`config.mk`:
```
export PLATFORM = sky130hd
export DESIGN_NAME = ntsc_timing_gen
export DESIGN_NICKNAME = d
export VERILOG_FILES = /design/src/rtl/ntsc_timing_pkg.sv /design/src/rtl/ntsc_hv_cnt.sv /design/src/rtl/ntsc_timing_gen.sv
export SDC_FILE = /design/constraint.sdc
export NUM_CORES = 1
export LEC_CHECK = 0
export CAP_MARGIN = 15
export CORE_ASPECT_RATIO = 1.2
export CORE_UTILIZATION = 35
export CTS_CLUSTER_DIAMETER = 100
export DETAILED_ROUTE_END_ITERATION = 12
export SYNTH_ARGS = -nofsm -noshare
export SYNTH_HDL_FRONTEND = slang
export SYNTH_HIERARCHICAL = 1
export SYNTH_SLANG_ARGS = --single-unit
export TNS_END_PERCENT = 20
```
`constraint.sdc`:
```
create_clock -name CK_i -period 4.8 [get_ports CK_i]
set_clock_uncertainty 0.05 [all_clocks]
set_input_delay 1.44 -clock CK_i [delete_from_list [all_inputs] [get_ports CK_i]]
set_output_delay 1.44 -clock CK_i [all_outputs]
set_load 0.01 [all_outputs]
```
`src/rtl/ntsc_timing_pkg.sv`:
```
// Shared timing constants, counter widths, encoder levels and the
// registered output bundle for the tiny NTSC timing path.
package ntsc_timing_pkg;

    // Counter and coordinate widths
    localparam int unsigned H_W = 10;
    localparam int unsigned V_W = 9;
    localparam int unsigned X_W = 10;
    localparam int unsigned Y_W = 8;

    // Default 4fsc line/field timing
    localparam int unsigned DEF_H_TOTAL     = 910;
    localparam int unsigned DEF_H_SYNC      = 67;
    localparam int unsigned DEF_H_BURST_ST  = 76;
    localparam int unsigned DEF_H_BURST_LEN = 36;
    localparam int unsigned DEF_H_ACT_ST    = 160;
    localparam int unsigned DEF_H_ACT_LEN   = 640;
    localparam int unsigned DEF_V_TOTAL     = 262;
    localparam int unsigned DEF_V_SYNC_ST   = 3;
    localparam int unsigned DEF_V_SYNC_LEN  = 3;
    localparam int unsigned DEF_V_ACT_ST    = 20;
    localparam int unsigned DEF_V_ACT_LEN   = 240;

    // Encoder DAC levels (8-bit codes)
    localparam logic [7:0] LVL_SYNC_TIP  = 8'd0;
    localparam logic [7:0] LVL_BLANK     = 8'd60;
    localparam logic [7:0] LVL_PEDESTAL  = 8'd64;
    localparam logic [7:0] LVL_BURST_AMP = 8'd20;

    // Registered output bundle
    typedef struct packed {
        logic           xsync;
        logic           blank;
        logic           burst;
        logic           act;
        logic [X_W-1:0] xpos;
        logic [Y_W-1:0] ypos;
        logic           frame;
    } timing_t;

    localparam timing_t TIMING_RST = '{xsync: 1'b1, blank: 1'b1, default: '0};

    // Half-open window test: st <= x < st+len
    function automatic logic in_window(input int unsigned x,
                                       input int unsigned st,
                                       input int unsigned len);
        return (x >= st) && (x < st + len);
    endfunction

endpackage

```
`src/rtl/ntsc_hv_cnt.sv`:
```
// Enable-gated horizontal/vertical wrap counters; v steps when h wraps.
module ntsc_hv_cnt
    import ntsc_timing_pkg::*;
#(
    parameter int unsigned H_TOTAL = DEF_H_TOTAL,
    parameter int unsigned V_TOTAL = DEF_V_TOTAL
) (
    input  logic           CK_i,
    input  logic           XAR_i,
    input  logic           CK_EE_i,
    output logic [H_W-1:0] H_o,
    output logic [V_W-1:0] V_o
);

    localparam logic [H_W-1:0] H_LAST = H_W'(H_TOTAL - 1);
    localparam logic [V_W-1:0] V_LAST = V_W'(V_TOTAL - 1);

    logic [H_W-1:0] h_q, h_d;
    logic [V_W-1:0] v_q, v_d;

    // Next-count: h wraps at end of line, v advances on that wrap
    always_comb begin
        h_d = h_q;
        v_d = v_q;
        if (CK_EE_i) begin
            if (h_q == H_LAST) begin
                h_d = '0;
                v_d = (v_q == V_LAST) ? '0 : v_q + 1'b1;
            end else begin
                h_d = h_q + 1'b1;
            end
        end
    end

    // Counter registers, asynchronously cleared
    always_ff @(posedge CK_i or negedge XAR_i) begin
        if (!XAR_i) begin
            h_q <= '0;
            v_q <= '0;
        end else begin
            h_q <= h_d;
            v_q <= v_d;
        end
    end

    assign H_o = h_q;
    assign V_o = v_q;

endmodule

```
`src/rtl/ntsc_timing_gen.sv`:
```
// NTSC line/field timing generator: registered decode of the current
// (h,v) into sync, blanking, burst, active flag and pixel coordinates.
module ntsc_timing_gen
    import ntsc_timing_pkg::*;
#(
    parameter int unsigned H_TOTAL     = DEF_H_TOTAL,
    parameter int unsigned H_SYNC      = DEF_H_SYNC,
    parameter int unsigned H_BURST_ST  = DEF_H_BURST_ST,
    parameter int unsigned H_BURST_LEN = DEF_H_BURST_LEN,
    parameter int unsigned H_ACT_ST    = DEF_H_ACT_ST,
    parameter int unsigned H_ACT_LEN   = DEF_H_ACT_LEN,
    parameter int unsigned V_TOTAL     = DEF_V_TOTAL,
    parameter int unsigned V_SYNC_ST   = DEF_V_SYNC_ST,
    parameter int unsigned V_SYNC_LEN  = DEF_V_SYNC_LEN,
    parameter int unsigned V_ACT_ST    = DEF_V_ACT_ST,
    parameter int unsigned V_ACT_LEN   = DEF_V_ACT_LEN
) (
    input  logic           CK_i,
    input  logic           XAR_i,
    input  logic           CK_EE_i,
    output logic           XSYNC_o,
    output logic           BLANK_o,
    output logic           BURST_o,
    output logic           ACT_o,
    output logic [X_W-1:0] XPOS_o,
    output logic [Y_W-1:0] YPOS_o,
    output logic           FRAME_o
);

    // Elaboration-time parameter legality
    if (H_ACT_ST + H_ACT_LEN > H_TOTAL) begin : g_bad_hact
        $error("ntsc_timing_gen: active window exceeds H_TOTAL");
    end
    if (H_BURST_ST + H_BURST_LEN > H_ACT_ST) begin : g_bad_burst
        $error("ntsc_timing_gen: burst overlaps active window");
    end
    if (V_ACT_ST + V_ACT_LEN > V_TOTAL) begin : g_bad_vact
        $error("ntsc_timing_gen: active lines exceed V_TOTAL");
    end
    if (V_SYNC_ST + V_SYNC_LEN > V_ACT_ST) begin : g_bad_vsync
        $error("ntsc_timing_gen: vsync overlaps active lines");
    end
    if (H_TOTAL > (1 << H_W) || V_TOTAL > (1 << V_W) || H_SYNC >= H_TOTAL) begin : g_bad_tot
        $error("ntsc_timing_gen: totals do not fit counter widths");
    end
    if (H_ACT_LEN > (1 << X_W) || V_ACT_LEN > (1 << Y_W)) begin : g_bad_pos
        $error("ntsc_timing_gen: active size does not fit coordinate widths");
    end

    logic [H_W-1:0] h;
    logic [V_W-1:0] v;

    ntsc_hv_cnt #(
        .H_TOTAL (H_TOTAL),
        .V_TOTAL (V_TOTAL)
    ) u_hv_cnt (
        .CK_i    (CK_i),
        .XAR_i   (XAR_i),
        .CK_EE_i (CK_EE_i),
        .H_o     (h),
        .V_o     (v)
    );

    timing_t timing_q, timing_d;
    logic    vs, sync_low, hact, vact, act, burst;

    // Decode the pre-increment (h,v); loaded only on enabled cycles
    always_comb begin
        vs       = in_window(32'(v), V_SYNC_ST, V_SYNC_LEN);
        // vsync lines use an inverted broad pulse: low for all but the last H_SYNC slots
        sync_low = vs ? (32'(h) < H_TOTAL - H_SYNC) : (32'(h) < H_SYNC);
        burst    = !vs && in_window(32'(h), H_BURST_ST, H_BURST_LEN);
        hact     = in_window(32'(h), H_ACT_ST, H_ACT_LEN);
        vact     = in_window(32'(v), V_ACT_ST, V_ACT_LEN);
        act      = hact && vact;

        timing_d = timing_q;
        if (CK_EE_i) begin
            timing_d.xsync = !sync_low;
            timing_d.burst = burst;
            timing_d.act   = act;
            timing_d.blank = !act;
            timing_d.xpos  = act ? X_W'(32'(h) - H_ACT_ST) : '0;
            timing_d.ypos  = act ? Y_W'(32'(v) - V_ACT_ST) : '0;
            timing_d.frame = (h == '0) && (v == '0);
        end
    end

    // Output register bank, asynchronously returned to idle levels
    always_ff @(posedge CK_i or negedge XAR_i) begin
        if (!XAR_i) begin
            timing_q <= TIMING_RST;
        end else begin
            timing_q <= timing_d;
        end
    end

    assign XSYNC_o = timing_q.xsync;
    assign BLANK_o = timing_q.blank;
    assign BURST_o = timing_q.burst;
    assign ACT_o   = timing_q.act;
    assign XPOS_o  = timing_q.xpos;
    assign YPOS_o  = timing_q.ypos;
    assign FRAME_o = timing_q.frame;

endmodule
```
==> After elaboration in Yosys (flattened, before gate mapping) <==
Index checks and enable logic that the tools add are counted.
{ "word_totals": {"reg_bits": 42, "wordCells": 43} }
{ "op_classes": {"n_addsub": 4, "magnitude_cmp": 10, "eq_ne": 2, "mux": 5, "n_reduce_logical": 13} }
{ "op_table": {"columns": ["op", "count"], "rows": [
  ["$lt A10 B10 Y1 const B", 2],
  ["$lt A10 B7 Y1 const B", 2],
  ["$mux W10", 2],
  ["$add A10 B1 Y10 const B", 1],
  ["$eq A10 B10 Y1 const B", 1],
  ["$ge A10 B7 Y1 const B", 1],
  ["$ge A10 B8 Y1 const B", 1],
  ["$logic_not A10 Y1", 1],
  ["$sub A10 B8 Y10 const B", 1],
  ["$add A9 B1 Y9 const B", 1],
  ["$eq A9 B9 Y1 const B", 1],
  ["$ge A9 B2 Y1 const B", 1],
  ["$ge A9 B5 Y1 const B", 1],
  ["$logic_not A9 Y1", 1],
  ["$lt A9 B3 Y1 const B", 1],
  ["$lt A9 B9 Y1 const B", 1],
  ["$mux W9", 1],
  ["$mux W8", 1],
  ["$sub A8 B5 Y8 const B", 1],
  ["$logic_and A1 B1 Y1", 7],
  ["$logic_not A1 Y1", 3],
  ["$reduce_and A2 Y1", 1],
  ["$mux W1", 1]
]} }

==> Depth between registers and ports, before layout <==
Gate-level depths: netlist (run 1).
{ "logic_depth": {"word_depth": 4, "depth_mapped": 7, "ltp_nobuf": 6} }

==> By module <==
The synthesis (run 1) kept the hierarchy.
{ "by_module_without_submodules": {"columns": ["module", "instances", "cells_each", "area_per_inst_um2", "seq_area_each_um2"], "rows": [
  ["ntsc_timing_gen", 1, 132, 1392.6, 578.1],
  ["ntsc_hv_cnt", 1, 100, 1027.2, 475.5]
]} }

==> Worst setup path before layout (run 1) <==
OpenSTA, ideal clock, no wires.
{ "synth_timing": {"path_type": "in2reg", "startpoint": "input port CK_EE_i", "endpoint": "register u_hv_cnt.v_q[4], in the netlist u_hv_cnt/V_o[4]", "setup_time_ns": 0.128, "arrival_ns": 2.346, "t_required_ns": 4.622, "path_slack_ns": 2.277, "stages": 5, "n_path_buf": 1, "cell_sequence": "and4_1 and3_1 buf_4 nand4_1 mux2_1"} }
{ "synth_between": {"elab_chain_len": 1} }
{ "synth_lines": {"columns": ["element", "line_no", "text"], "rows": [
  ["start: declaration", "ntsc_timing_gen.sv:20", "input logic CK_EE_i,"],
  ["$reduce_and A2 Y1 (no source line)", null, null],
  ["end signal: assignment", "ntsc_hv_cnt.sv:42", "v_q <= v_d;"],
  ["end: declaration", "ntsc_hv_cnt.sv:19", "logic [V_W-1:0] v_q, v_d;"]
]} }
No other way between the ends.
A chain may end at the register's enable or synchronous reset.

==> results of run 1 <==
==> synth_stat cells, drive strengths merged (2+ instances only) <==
library cell | count | area (um^2)
o21ai | 10 | 50.0
nor3b | 2 | 15.0
and3 | 7 | 46.3
nand2 | 6 | 22.5
o21a | 2 | 15.0
xor2 | 6 | 52.6
dfrtp | 40 | 1000
nand3 | 9 | 50.1
nor4b | 3 | 41.3
ha | 8 | 100
nand4 | 7 | 43.8
buf | 4 | 37.5
dfstp | 2 | 52.6
or3 | 2 | 13.8
or4 | 4 | 37.5
a22o | 2 | 17.5
a21o | 2 | 16.3
inv | 37 | 139
o311ai | 4 | 52.6
nor2 | 8 | 30.0
a21oi | 8 | 40.0
o22ai | 22 | 250
nor3 | 5 | 25.0
nand2b | 4 | 25.0
xnor2 | 8 | 70.1
clkbuf | 4 | 15.0
==> routing by layer <==
| layer | global-route usage (%) | up-vias | routed length, um |
|---|---|---|---|
| met5 | 0 | - | 0 |
| li1 | - | 871 | - |
| met4 | 5.09 | 0 | 74 |
| met2 | 25.7 | 29 | 2640 |
| met1 | 19.8 | 874 | 2250 |
| met3 | 2.93 | 6 | 143 |
==> sequential cells by signal (all words and copies together), names as in the netlist <==
| register | count |
|---|---|
| ACT_o | 1 |
| FRAME_o | 1 |
| BLANK_o | 1 |
| YPOS_o | 8 |
| BURST_o | 1 |
| u_hv_cnt/V_o | 9 |
| XSYNC_o | 1 |
| u_hv_cnt/H_o | 10 |
| XPOS_o | 10 |
==> cells by family (layout without fill, tap and decap cells) <==
family,Yosys count,in the layout
AND/OR/NAND/NOR,66,66
buffers and inverters,45,71
flip-flops,42,42
AO/OA/AOI/OAI,55,55
multiplexers,2,2
XOR/XNOR,14,14
adder cells (fa/ha/maj),8,8
==> tightest hold or removal path, stage by stage (launching register included) <==
cell	delay [ns]
dfrtp_1	0.38
inv_1	0.05
o21ai_1	0.05
==> stage by stage <==
step                      hold slack [ns]  setup WS [ns]  power (uW)
after floorplan                     0.480           2.28         568
after global placement              0.456           1.59         633
after detailed placement            0.454           1.56         634
after CTS                           0.468           1.88         875
after global routing                0.484           1.74         914
final                               0.460           1.91         863
==> final cells by class <==
type	count	share of cell area, %
Multi-Input combinational cell	145	41.8
Sequential cell	42	37.5
Timing Repair Buffer	26	8.81
Inverter	37	4.94
Tap cell	85	3.78
Clock buffer	7	3.07
Clock inverter	1	0.178
==> power breakdown <==
group	leakage, uW	total, uW	internal, uW	switching (uW)
sequential	0.000558	458	382	75.8
combinational	0.000613	168	76.9	91.2
clock	0.0000482	237	116	121
==> how the worst max path moves through the flow <==
stage	endpoint	slack, ns	cells after the start
detailed placement	BLANK_o	1.56	4
floorplan	u_hv_cnt/V_o[4]	2.28	5
CTS	BLANK_o	1.88	4
finish	BLANK_o	1.91	4
global route	XPOS_o[4]	1.74	4
global placement	BLANK_o	1.59	4
==> key figures, run 1 <==
Yosys
  • Ys async rst share: 100%
  • Synthesized Nets: 243
  • Adder-Cell Fraction of Synth Area: 4.14%
  • Largest family of logic cells by synthesized area: compound AO/OA/AOI/OAI gates
  • Number of synthesized flops with an enable pin: 0
  • Unique masters post-synth: 52
  • Multiplexer share of the synthesized area: 0.879%
  • Primary FF master, synth: dfrtp_1
  • Sequential-to-total area share from yosys stat: 43.5%
  • Simple-Gate Fraction of Synth Area: 17.6%
  • Avg Inst Size Synth: 10.4 um^2
  • Post-Syn Area: 0.00242 mm^2
  • Post-Synth XOR/XNOR Area: 5.07%
  • Synth Area in Compound Gates: 20.8%
  • Yosys reg bits: 42
  • Number of synthesis warnings: 6
  • Mapped Cells: 232

STA
  • Slew @ Worst Pin: 0.961 ns
  • Fin crit share: 60.2%
  • Slew headroom: 36.0%
  • Max-slew violations: 0
  • Fmax: 346 MHz
  • Hold Vio Cnt, Final: 0
  • Unrepaired setup endpoints after global routing: false
  • Min cycle time layout: 2.89 ns
  • Setup-failing EPs final: 0
  • Setup TNS: 0 ns

Placement
  • Input/output buffers: 25
  • Cell count after placement: 335
  • Detail Placement HPWL: 3480 um
  • Area after DPL: 0.00272 mm^2
  • GP Congestion: 0.792

Global route
  • Vias in the first global route: 1,697
  • First-pass GRT wire length: 8690 um
  • Total track usage: 15.3%
  • Initial antenna violation count: 0
  • Gr ovfl total: 0
  • Largest net degree at the start of global routing: 43

Run status
  • Status: complete, no violations

Setup path
  • R2R cell count: 5
  • Slowest Stage Delay on Critical Path: 0.76 ns
  • Worst r2r src: u_hv_cnt/H_o[5]
  • Cell family with most CP delay: simple AND/OR/NAND/NOR gates
  • Crit path from: CK_EE_i
  • Critical path startpoint category: input port
  • Crit end category: flop
  • Arrival @ worst endpoint: 3.07 ns
  • WP data required: 4.98 ns
  • Flop-to-flop setup slack: 2.37 ns
  • Critical Path Fanout Max: 27
  • Crit path cell chain: buf_2 > nand2_1 > nand4b_2 > o21a_1
  • Worst path bufs/invs: 1
  • R2r endpoint: BLANK_o
  • Setup CP Type: in2reg
  • Critical-path top delay cell: nand4b_2

Power and ir drop
  • Power Density: 307 mW/mm^2
  • Leak pwr: 0.00122 uW
  • Peak VDD IR: 0.168 mV

Floorplanning
  • Core area: 0.00657 mm^2
  • Std cell rows: 32
  • I/O pin count: 26
  • Chip width: 77.9 um
  • Starting density of the core: 36.9%
  • Overall die height: 93.1 um
  • Die ar.: 0.00725 mm^2

Cells and area
  • Commonest non-fill, non-tap cell in the layout: dfrtp_1
  • Reg area: 0.00105 mm^2
  • Most frequent cells in the layout: dfrtp_1 (40), inv_1 (37), clkdlybuf4s50_1 (23), o22ai_2 (18), o21ai_0 (9)
  • Filler Cell Count: 674
  • Area Growth Syn to Fin: 16.2%
  • Non-Filler Instances: 343
  • Post-layout util: 42.8%
  • Share of layout cells above drive strength 1: 16.7%
  • Finished Cell Area: 0.00281 mm^2
  • Antenna cell count: 0
  • Multi-input logic area: 0.00117 mm^2
  • NumNets Final: 268

Clocking
  • # clock sinks: 42
  • Post_cts resized: 0
  • CTS H-tree lvls: 2
  • Worst skew pair latency: 0.30 ns
  • CTS Root Cell: clkbuf_8
  • CTS tree: built
  • # Post-CTS Setup Buffers: 0
  • Worst-path clk slew: 0.08 ns
  • # hold bufs at CTS: 0
  • CTS buffer count: 5
  • CTS Buffer Depth: 2

Run
  • Max-capacitance violation count: 0

Worst hold path
  • Hold Path Stages: 2
  • Min-delay src: ACT_o
  • Worst Hold Class: reg2reg
  • WHS Endpoint: ACT_o

Route
  • Via count: 1,780
  • Initial DRC Count: 126
  • Final ANT Viol Nets: 0
  • Detailed-route DRC error count: 0
  • Final WL: 5120 um
  • Routed WL per cell: 14.9 um
  • Via-per-instance ratio: 5.19
  • Drt pass-1 iters: 4
Note: power is estimated with default switching activity, not from simulation.
==> run 2, diff against run 1 <==
==> constraint.sdc (replaced) <==
create_clock -name CK_i -period 2.3 [get_ports CK_i]
set_clock_uncertainty 0.05 [all_clocks]
set_input_delay 0.69 -clock CK_i [delete_from_list [all_inputs] [get_ports CK_i]]
set_output_delay 0.69 -clock CK_i [all_outputs]
set_load 0.01 [all_outputs]
==> run 2 against run 1 <==
Effect of this change:
- highest routed layer unchanged
- via count up 1.6%
- critical path depth down 3
- combinational power rose to 2.5 times the previous value
- sequential power up 100%
- cell count up 3.2%
- count of clock-buffer cells in the layout unchanged
==> key figures, run 2 (synthesis gave the netlist of run 1 again) <==
Setup path
  • Cell family with most CP delay: flip-flops
  • Crit end category: output port
  • Slowest Stage Delay on Critical Path: 0.54 ns
  • WP data required: 1.56 ns
  • Crit path from: XSYNC_o
  • Critical path startpoint category: flop
  • Worst path bufs/invs: 1
  • Worst r2r src: u_hv_cnt/H_o[3]
  • Critical Path Fanout Max: 2
  • Critical-path top delay cell: dfstp_2
  • R2r endpoint: YPOS_o[2]
  • Arrival @ worst endpoint: 1.36 ns
  • Crit path cell chain: clkdlybuf4s50_1
  • R2R cell count: 5
  • Setup CP Type: reg2out
  • Flop-to-flop setup slack: 0.30 ns

STA
  • Slew @ Worst Pin: 0.539 ns
  • Slew headroom: 64.0%
  • Min cycle time layout: 2.10 ns
  • Max-slew violations: 0
  • Unrepaired setup endpoints after global routing: false
  • Hold Vio Cnt, Final: 0
  • Fin crit share: 91.2%
  • Fmax: 477 MHz
  • Setup TNS: 0 ns
  • Setup ws final: 0.203 ns
  • Setup-failing EPs final: 0

Clocking
  • # clock sinks: 42
  • CTS Buffer Depth: 2
  • Post_cts resized: 0
  • # Post-CTS Setup Buffers: 0
  • CTS H-tree lvls: 2
  • CTS Root Cell: clkbuf_8
  • Worst skew pair latency: 0.29 ns
  • Worst-path clk slew: 0.08 ns
  • # hold bufs at CTS: 0
  • CTS buffer count: 5
  • CTS tree: built

Run
  • Max-capacitance violation count: 0

Route
  • Via-per-instance ratio: 5.11
  • Detailed-route DRC error count: 0
  • Drt pass-1 iters: 4
  • Final ANT Viol Nets: 0
  • Final WL: 5450 um
  • Routed WL per cell: 15.4 um
  • Initial DRC Count: 94
  • Via count: 1,809

Floorplanning
  • Overall die height: 93.1 um
  • Starting density of the core: 36.9%
  • Chip width: 77.9 um
  • I/O pin count: 26
  • Die ar.: 0.00725 mm^2
  • Core area: 0.00657 mm^2
  • Std cell rows: 32

Placement
  • Input/output buffers: 25
  • Area after DPL: 0.00280 mm^2
  • GP Congestion: 0.851
  • Detail Placement HPWL: 3860 um
  • Placement Setup Slack: 0.321 ns

Cells and area
  • Finished Cell Area: 0.00291 mm^2
  • Most frequent cells in the layout: dfrtp_1 (40), inv_1 (37), clkdlybuf4s50_1 (23), o22ai_2 (18), buf_4 (12)
  • Filler Cell Count: 651
  • NumNets Final: 279
  • Share of layout cells above drive strength 1: 19.7%
  • Reg area: 0.00105 mm^2
  • Commonest non-fill, non-tap cell in the layout: dfrtp_1
  • Multi-input logic area: 0.00117 mm^2
  • Antenna cell count: 0
  • Area Growth Syn to Fin: 20.3%

Global route
  • Vias in the first global route: 1,778
  • Initial antenna violation count: 0
  • Gr ovfl total: 0
  • Total track usage: 15.7%
  • Largest net degree at the start of global routing: 43
  • First-pass GRT wire length: 8920 um

Worst hold path
  • Worst Hold Class: in2async

Power and ir drop
  • Power Density: 664 mW/mm^2
  • Peak VDD IR: 0.348 mV
  • Leak pwr: 0.00128 uW

Run status
  • Status: complete, no violations
==> run 2: cell types whose count changed in the layout (fill, tap and decap cells not counted), sizes merged <==
cell,delta
clkinv,-1
buf,+11
bufinv,+1
==> run 2: report_power, final <==
part	switching, uW	internal, uW
clock network	247	325
logic	235	186
registers	140	798
total	622	1310
==> run 2: area by class of cell <==
cell class | count | area share, %
Timing Repair Buffer | 37 | 11.3
Clock buffer | 7 | 2.62
Multi-Input combinational cell | 145 | 40.4
Inverter | 37 | 4.77
Clock inverter | 1 | 1.03
Sequential cell | 42 | 36.2
Tap cell | 85 | 3.65
==> run 2: stage by stage <==
stage	util, %	total power, uW	hold slack [ns]	std cells
3_5_place_dp	42.7	1360	0.469	346
2_1_floorplan	-	1190	0.344	232
4_1_cts	44.3	1940	0.442	354
5_1_grt	44.3	2030	0.475	354
6_report	44.3	1930	0.425	354
3_3_place_gp	42.7	1360	0.451	346
==> run 2: metal layers <==
| layer | vias up | GRT usage, % | routed length (um) |
|---|---|---|---|
| li1 | 893 | - | - |
| met1 | 888 | 20.5 | 2480 |
| met2 | 26 | 27.1 | 2830 |
| met3 | 2 | 2.54 | 124 |
| met4 | 0 | 4.01 | 23 |
| met5 | - | 0 | 0 |
==> run 2: how the worst max path moves through the flow <==
stage	endpoint	slack, ns	cells past startpoint
final	XSYNC_o	0.20	1
after floorplan	u_hv_cnt/V_o[4]	0.53	5
after global routing	XSYNC_o	0.17	1
after global placement	YPOS_o[2]	0.33	7
after CTS	XSYNC_o	0.19	1
after detailed placement	XPOS_o[7]	0.32	7
==> run 2: worst register-to-register path, delay by kind of cell, from the launching register on <==
family,cells,cell delay (ns)
and+or+nand+nor,2,0.68
AOI/OAI and AO/OA,2,0.46
DFF,1,0.51
buffers and inverters,1,0.22
